===== src/rtl/integrador.sv =====
// -----------------------------------------------------------------------------
// integrador -- sequential fixed-point integrator
//
// Computes y <= y + (K*x) >>> F for every accepted sample. The product is
// formed by a serial shift-add multiplier over W cycles on sign/magnitude
// operands, so the datapath needs no hardware multiplier.
//
// Parameters
//   W  sample / accumulator width (two's complement)
//   F  fractional bits of K; the product is shifted right arithmetically by F
//   K  signed gain in Q(W-F).F (default 1.0)
//
// Ports
//   CLK     in   rising-edge clock
//   Reset   in   asynchronous active-low reset
//   Clear   in   synchronous clear: y<=0, abort any operation
//   Enable  in   sample strobe, accepted only while Ready=1
//   x       in   signed input sample (W bits)
//   Ready   out  high in IDLE; a sample can be accepted
//   Valid   out  one-cycle pulse, y was updated on this edge
//   y       out  signed accumulator value (registered)
//
// Configuration macro
//   INTEGRADOR_SAT_EN  defined: the sum is clamped to the W-bit signed range
//                      (anti-windup); undefined: two's-complement wrap-around.
// -----------------------------------------------------------------------------
`timescale 1ns/1ps

module integrador #(
    parameter int                  W = 12,
    parameter int                  F = 8,
    parameter logic signed [W-1:0] K = 12'sd256
) (
    input  logic         CLK,
    input  logic         Reset,
    input  logic         Clear,
    input  logic         Enable,
    input  logic [W-1:0] x,
    output logic         Ready,
    output logic         Valid,
    output logic [W-1:0] y
);

    localparam int CW = (W > 1) ? $clog2(W) : 1;
    localparam int PW = 2 * W - F;   // width of the shifted product
    localparam int SW = PW + 1;      // width of the accumulation sum

    localparam logic [CW-1:0] LAST  = CW'(W - 1);
    localparam logic [W-1:0]  K_MAG = K[W-1] ? (~K + W'(1)) : K;
    localparam logic [W-1:0]  Y_MAX = {1'b0, {(W-1){1'b1}}};
    localparam logic [W-1:0]  Y_MIN = {1'b1, {(W-1){1'b0}}};

    typedef enum logic [1:0] {IDLE, MUL, ACC} state_t;

    state_t          state_q, state_d;
    logic [CW-1:0]   cnt_q, cnt_d;
    logic [2*W-1:0]  mcand_q, mcand_d;    // |x|, shifted left every MUL cycle
    logic [W-1:0]    mplier_q, mplier_d;  // |K|, shifted right every MUL cycle
    logic [2*W-1:0]  prod_q, prod_d;
    logic            sign_q, sign_d;
    logic [W-1:0]    y_q, y_d;
    logic            valid_q, valid_d;

    logic [W-1:0]    x_mag;
    logic [2*W-1:0]  prod_signed;
    logic [PW-1:0]   p;
    logic [SW-1:0]   s;
    logic [W-1:0]    y_sel;
    logic            unused_bits;

    // -------------------------------------------------------------------------
    // State register
    // -------------------------------------------------------------------------
    // NOTE: sequential state uses non-blocking assignments only, so every flop
    // samples the pre-edge value of every other flop.
    always_ff @(posedge CLK or negedge Reset) begin
        if (!Reset) begin
            state_q  <= IDLE;
            cnt_q    <= '0;
            mcand_q  <= '0;
            mplier_q <= '0;
            prod_q   <= '0;
            sign_q   <= 1'b0;
            y_q      <= '0;
            valid_q  <= 1'b0;
        end else begin
            state_q  <= state_d;
            cnt_q    <= cnt_d;
            mcand_q  <= mcand_d;
            mplier_q <= mplier_d;
            prod_q   <= prod_d;
            sign_q   <= sign_d;
            y_q      <= y_d;
            valid_q  <= valid_d;
        end
    end

    // -------------------------------------------------------------------------
    // Next-state logic
    // -------------------------------------------------------------------------
    always_comb begin
        state_d = state_q;
        if (Clear) begin
            state_d = IDLE;
        end else begin
            unique case (state_q)
                IDLE:    if (Enable) state_d = MUL;
                MUL:     if (cnt_q == LAST) state_d = ACC;
                ACC:     state_d = IDLE;
                default: state_d = IDLE;
            endcase
        end
    end

    // -------------------------------------------------------------------------
    // Datapath
    // -------------------------------------------------------------------------
    // The most negative input maps to magnitude 2^(W-1), which still fits the
    // W-bit unsigned magnitude.
    assign x_mag = x[W-1] ? (~x + W'(1)) : x;

    always_comb begin
        // NOTE: every signal gets a default first so no path leaves it
        // unassigned, which would otherwise infer a latch.
        cnt_d    = cnt_q;
        mcand_d  = mcand_q;
        mplier_d = mplier_q;
        prod_d   = prod_q;
        sign_d   = sign_q;
        y_d      = y_q;
        valid_d  = 1'b0;

        prod_signed = sign_q ? (~prod_q + (2*W)'(1)) : prod_q;
        // Dropping the low F bits of a two's-complement value floors toward -inf.
        p = prod_signed[2*W-1:F];
        s = {p[PW-1], p} + {{(SW-W){y_q[W-1]}}, y_q};

`ifdef INTEGRADOR_SAT_EN
        // The sum fits in W bits when all bits above bit W-1 match the sign.
        if (s[SW-1:W-1] == {(SW-W+1){s[SW-1]}}) y_sel = s[W-1:0];
        else                                    y_sel = s[SW-1] ? Y_MIN : Y_MAX;
`else
        y_sel = s[W-1:0];
`endif

        if (Clear) begin
            cnt_d = '0;
            y_d   = '0;
        end else begin
            unique case (state_q)
                IDLE: begin
                    if (Enable) begin
                        mcand_d  = {{W{1'b0}}, x_mag};
                        mplier_d = K_MAG;
                        prod_d   = '0;
                        sign_d   = x[W-1] ^ K[W-1];
                        cnt_d    = '0;
                    end
                end
                MUL: begin
                    if (mplier_q[0]) prod_d = prod_q + mcand_q;
                    mcand_d  = mcand_q << 1;
                    mplier_d = mplier_q >> 1;
                    cnt_d    = (cnt_q == LAST) ? '0 : cnt_q + CW'(1);
                end
                ACC: begin
                    y_d     = y_sel;
                    valid_d = 1'b1;
                end
                default: ;
            endcase
        end
    end

`ifdef INTEGRADOR_SAT_EN
    assign unused_bits = ^prod_signed[F-1:0];
`else
    assign unused_bits = ^{prod_signed[F-1:0], s[SW-1:W]};
`endif

    // -------------------------------------------------------------------------
    // Outputs
    // -------------------------------------------------------------------------
    always_comb begin
        Ready = (state_q == IDLE);
        Valid = valid_q;
        y     = y_q;
    end

endmodule


===== config.mk =====
export PLATFORM = sky130hd
export DESIGN_NAME = integrador
export DESIGN_NICKNAME = d
export VERILOG_FILES = /design/src/rtl/integrador.sv
export SDC_FILE = /design/constraint.sdc
export NUM_CORES = 1
export LEC_CHECK = 0
export BUFFER_PORTS_ARGS = -buffer_cell sky130_fd_sc_hd__buf_2
export CORE_MARGIN = 2
export CORE_UTILIZATION = 52
export DETAILED_ROUTE_END_ITERATION = 10
export HOLD_SLACK_MARGIN = 0.02
export PLACE_DENSITY_LB_ADDON = 0.3
export SYNTH_ARGS = -nofsm -noshare
export SYNTH_HDL_FRONTEND = slang
export SYNTH_SLANG_ARGS = --single-unit
export TNS_END_PERCENT = 20

===== constraint.sdc =====
create_clock -name CLK -period 9 [get_ports CLK]
set_input_delay 1.8 -clock CLK [delete_from_list [all_inputs] [get_ports CLK]]
set_output_delay 1.8 -clock CLK [all_outputs]
set_load 0.05 [all_outputs]

==> results_dict.tcl <==
set metrics [dict create \
    postCtsHoldBufs 0 \
    fin_tns_setup_ps 0 \
    hold_class "flip-flop to flip-flop" \
    antenna_found_initial 0 \
    slew_headroom 0.421 \
    final_area_sq_um 4980 \
    synth_edf_count 0 \
    num_rows 34 \
    syn_avg_cell_area_sq_um 8.85 \
    placed_area_sq_um 4810 \
    grt_max_degree 70 \
    synthArstFlopShare 1.00 \
    drive_gt1_frac 0.112 \
    die-area_sq_um 9530 \
    max_clock_freq_mhz 231 \
    globalplace.congestion 0.982 \
    dp_hpwl_mm 7.29 \
    holdPathStages 1 \
    grt_pass1_wl_mm 17.3 \
    synth.area.top_cells "dfrtp_1, ha_1, o21ai_0" \
    reg2reg_depth 15 \
    synth_nets 565 \
    startpoint_type "flip-flop" \
    core_area_sq_um 8590 \
    finalPower_w 0.000979 \
    drt_iter0_drc 205 \
    synth.top_cell.area_share 0.379 \
    post-route-period-util 0.481 \
    critPathKind "flip-flop to flip-flop" \
    fin_hold_ws_ps 506 \
    power.density_nw_per_um2 196 \
    hold_viol 0 \
    path_max_fanout 7 \
    synth_area_sq_um 4560 \
    die_w_microns 97.6 \
    drtAntennaViolNets 0 \
    clock-root-buffer "clkbuf_8" \
    critPathRequiredTime_ps 9280 \
    syn2layout_area_growth_pct 9.36 \
    endpoint_kind "flip-flop" \
    pin_count 30 \
    routedWlPerCell_microns 15.4 \
    cts_setup_buffers 0 \
    yosys.area.top_type "dfrtp_1" \
    die_y_microns 97.6 \
    via_per_inst 5.88 \
    portBuffers 29 \
    status "complete, no violations" \
    dp.cells 636 \
    insertion_delay_ps 350 \
    synth_seq_area_share 0.379 \
    vias 3835 \
    rsz0062_at_grt "no" \
    fin_nets 589 \
    p_leak_nw 2.40 \
    grt-ovfl-total 0 \
    skew_ps 11.9 \
    drc 0 \
    syn_inst 515 \
    yosys_warnings 0 \
    cp.arrival_ps 4610 \
    period_minus_slack_ps 4330 \
    ctsResizeCount 0 \
    clock_sinks 69 \
    synth_seq_cells 69 \
    worst_slew_pin_slew_ps 868 \
    first_pass_iters 4 \
    htreeDepth 3 \
    report.final.slew_viol_count 0 \
    setup_viol 0 \
    cts_buffers 9 \
    start_util 0.530 \
    ys.flop_type "dfrtp_1" \
    clk_pin_slew_ps 80 \
    ys_types 48 \
    final_cell_count_no_fill 652 \
    clk_path_buf_depth 2 \
    grt_pass1_vias 3721 \
    drv_cap 0 \
    irDropWorstVdd_mv 0.123 \
    wl_mm 10.1 \
    diodes 0 \
    cts_tree "yes" \
    grt_usage 0.219 \
]
==> where the power goes <==
part / switching, W / internal [W] / leakage [nW] / total [W]
clock network: 0.000123 / 0.000106 / 0.0880 / 0.000229
registers: 0.0000402 / 0.000343 / 0.934 / 0.000383
logic: 0.000203 / 0.000163 / 1.37 / 0.000367
total: 0.000367 / 0.000613 / 2.40 / 0.000979
==> area by class of cell <==
class / count / area (sq um)
Inverter: 16 / 60.1
Tap cell: 108 / 135
Sequential cell: 69 / 1730
Clock buffer: 10 / 138
Clock inverter: 6 / 38.8
Timing Repair Buffer: 35 / 190
Multi-Input combinational cell: 408 / 2700
Fill cell: 773 / 3610
==> metrics by stage <==
step | worst slack (ps) | util
final | 4670 | 0.580
after global routing | 4420 | 0.580
after CTS | 4680 | 0.580
after detailed placement | 4710 | 0.560
after global placement | 4780 | 0.560
after floorplan | 4940 | -
==> path summary, 6_finish.rpt <==
kind	slack, ps	from	end
max	4670	prod_q[6]	y[11]
min	510	mplier_q[1]	mplier_q[1]
max reg2reg	4670	prod_q[6]	y[11]
min reg2reg	510	mplier_q[1]	mplier_q[1]
max in group asynchronous	6780	Reset	prod_q[18]
min in group asynchronous	1630	Reset	cnt_q[3]
==> state kept, by name, indices dropped and copies added, names as in the netlist <==
| signal | count |
|---|---|
| sign_q | 1 |
| cnt_q | 4 |
| state_q | 2 |
| mplier_q | 9 |
| Valid | 1 |
| prod_q | 20 |
| y | 12 |
| mcand_q | 20 |
==> cell families (layout without fill, tap and decap cells) <==
kind of cell             count (synthesis)  count (layout)  synth area share
AND/OR/NAND/NOR                        152             152             0.157
AO/OA/AOI/OAI                          180             180             0.255
XOR/XNOR                                40              40            0.0769
adder cells (fa/ha/maj)                 34              34            0.0966
flip-flops                              69              69             0.379
buffers and inverters                   38              67            0.0313
multiplexers                             2               2           0.00439
==> cell usage in the layout, fill, tap and decap left out, drive strengths merged, types with 2 or more instances in the layout <==
cell type	n
dfrtp	69
nand2	62
o21ai	50
a21oi	43
nor2	38
buf	35
ha	32
xnor2	25
a22o	24
inv	16
o31ai	16
xor2	15
a21o	14
nor3	11
clkbuf	10
nor2b	8
a211oi	8
a31oi	7
or3	7
nand3	5
nand4	5
or4	5
clkinv	4
nand2b	3
o211ai	3
nor4	2
a211o	2
o21a	2
mux2i	2
fa	2
clkinvlp	2
or2	2
o41ai	2
o21bai	2
==> routing by layer <==
metal	vias to the layer above	GRT usage	routed length (microns)
li1	1934	-	-
met3	9	0.0331	430
met2	75	0.391	4990
met5	-	0	0
met1	1817	0.277	4530
met4	0	0.0588	108
==> synth_stat cells (all sizes together) (3+ instances only) <==
cell and n:
dfrtp 69, nand2 62, o21ai 50, a21oi 43, nor2 38, ha 32, xnor2 25, a22o 24
clkbuf 21, inv 16, o31ai 16, xor2 15, a21o 14, nor3 11, a211oi 8, nor2b 8
a31oi 7, or3 7, nand3 5, nand4 5, or4 5, nand2b 3, o211ai 3
==> critical path, stage by stage, from the launching register on <==
cell and delay, ps:
dfrtp_1 410, or4_1 560, or2_1 260, or3_4 340, or3_4 350, or4_4 440
o21ai_0 200, xnor2_1 160, ha_1 320, a21o_1 180, a21o_1 170, a21oi_1 140
o21ai_0 120, xnor2_1 160, or3_1 310, a21oi_1 140
Power figures use the tool's default switching activity.
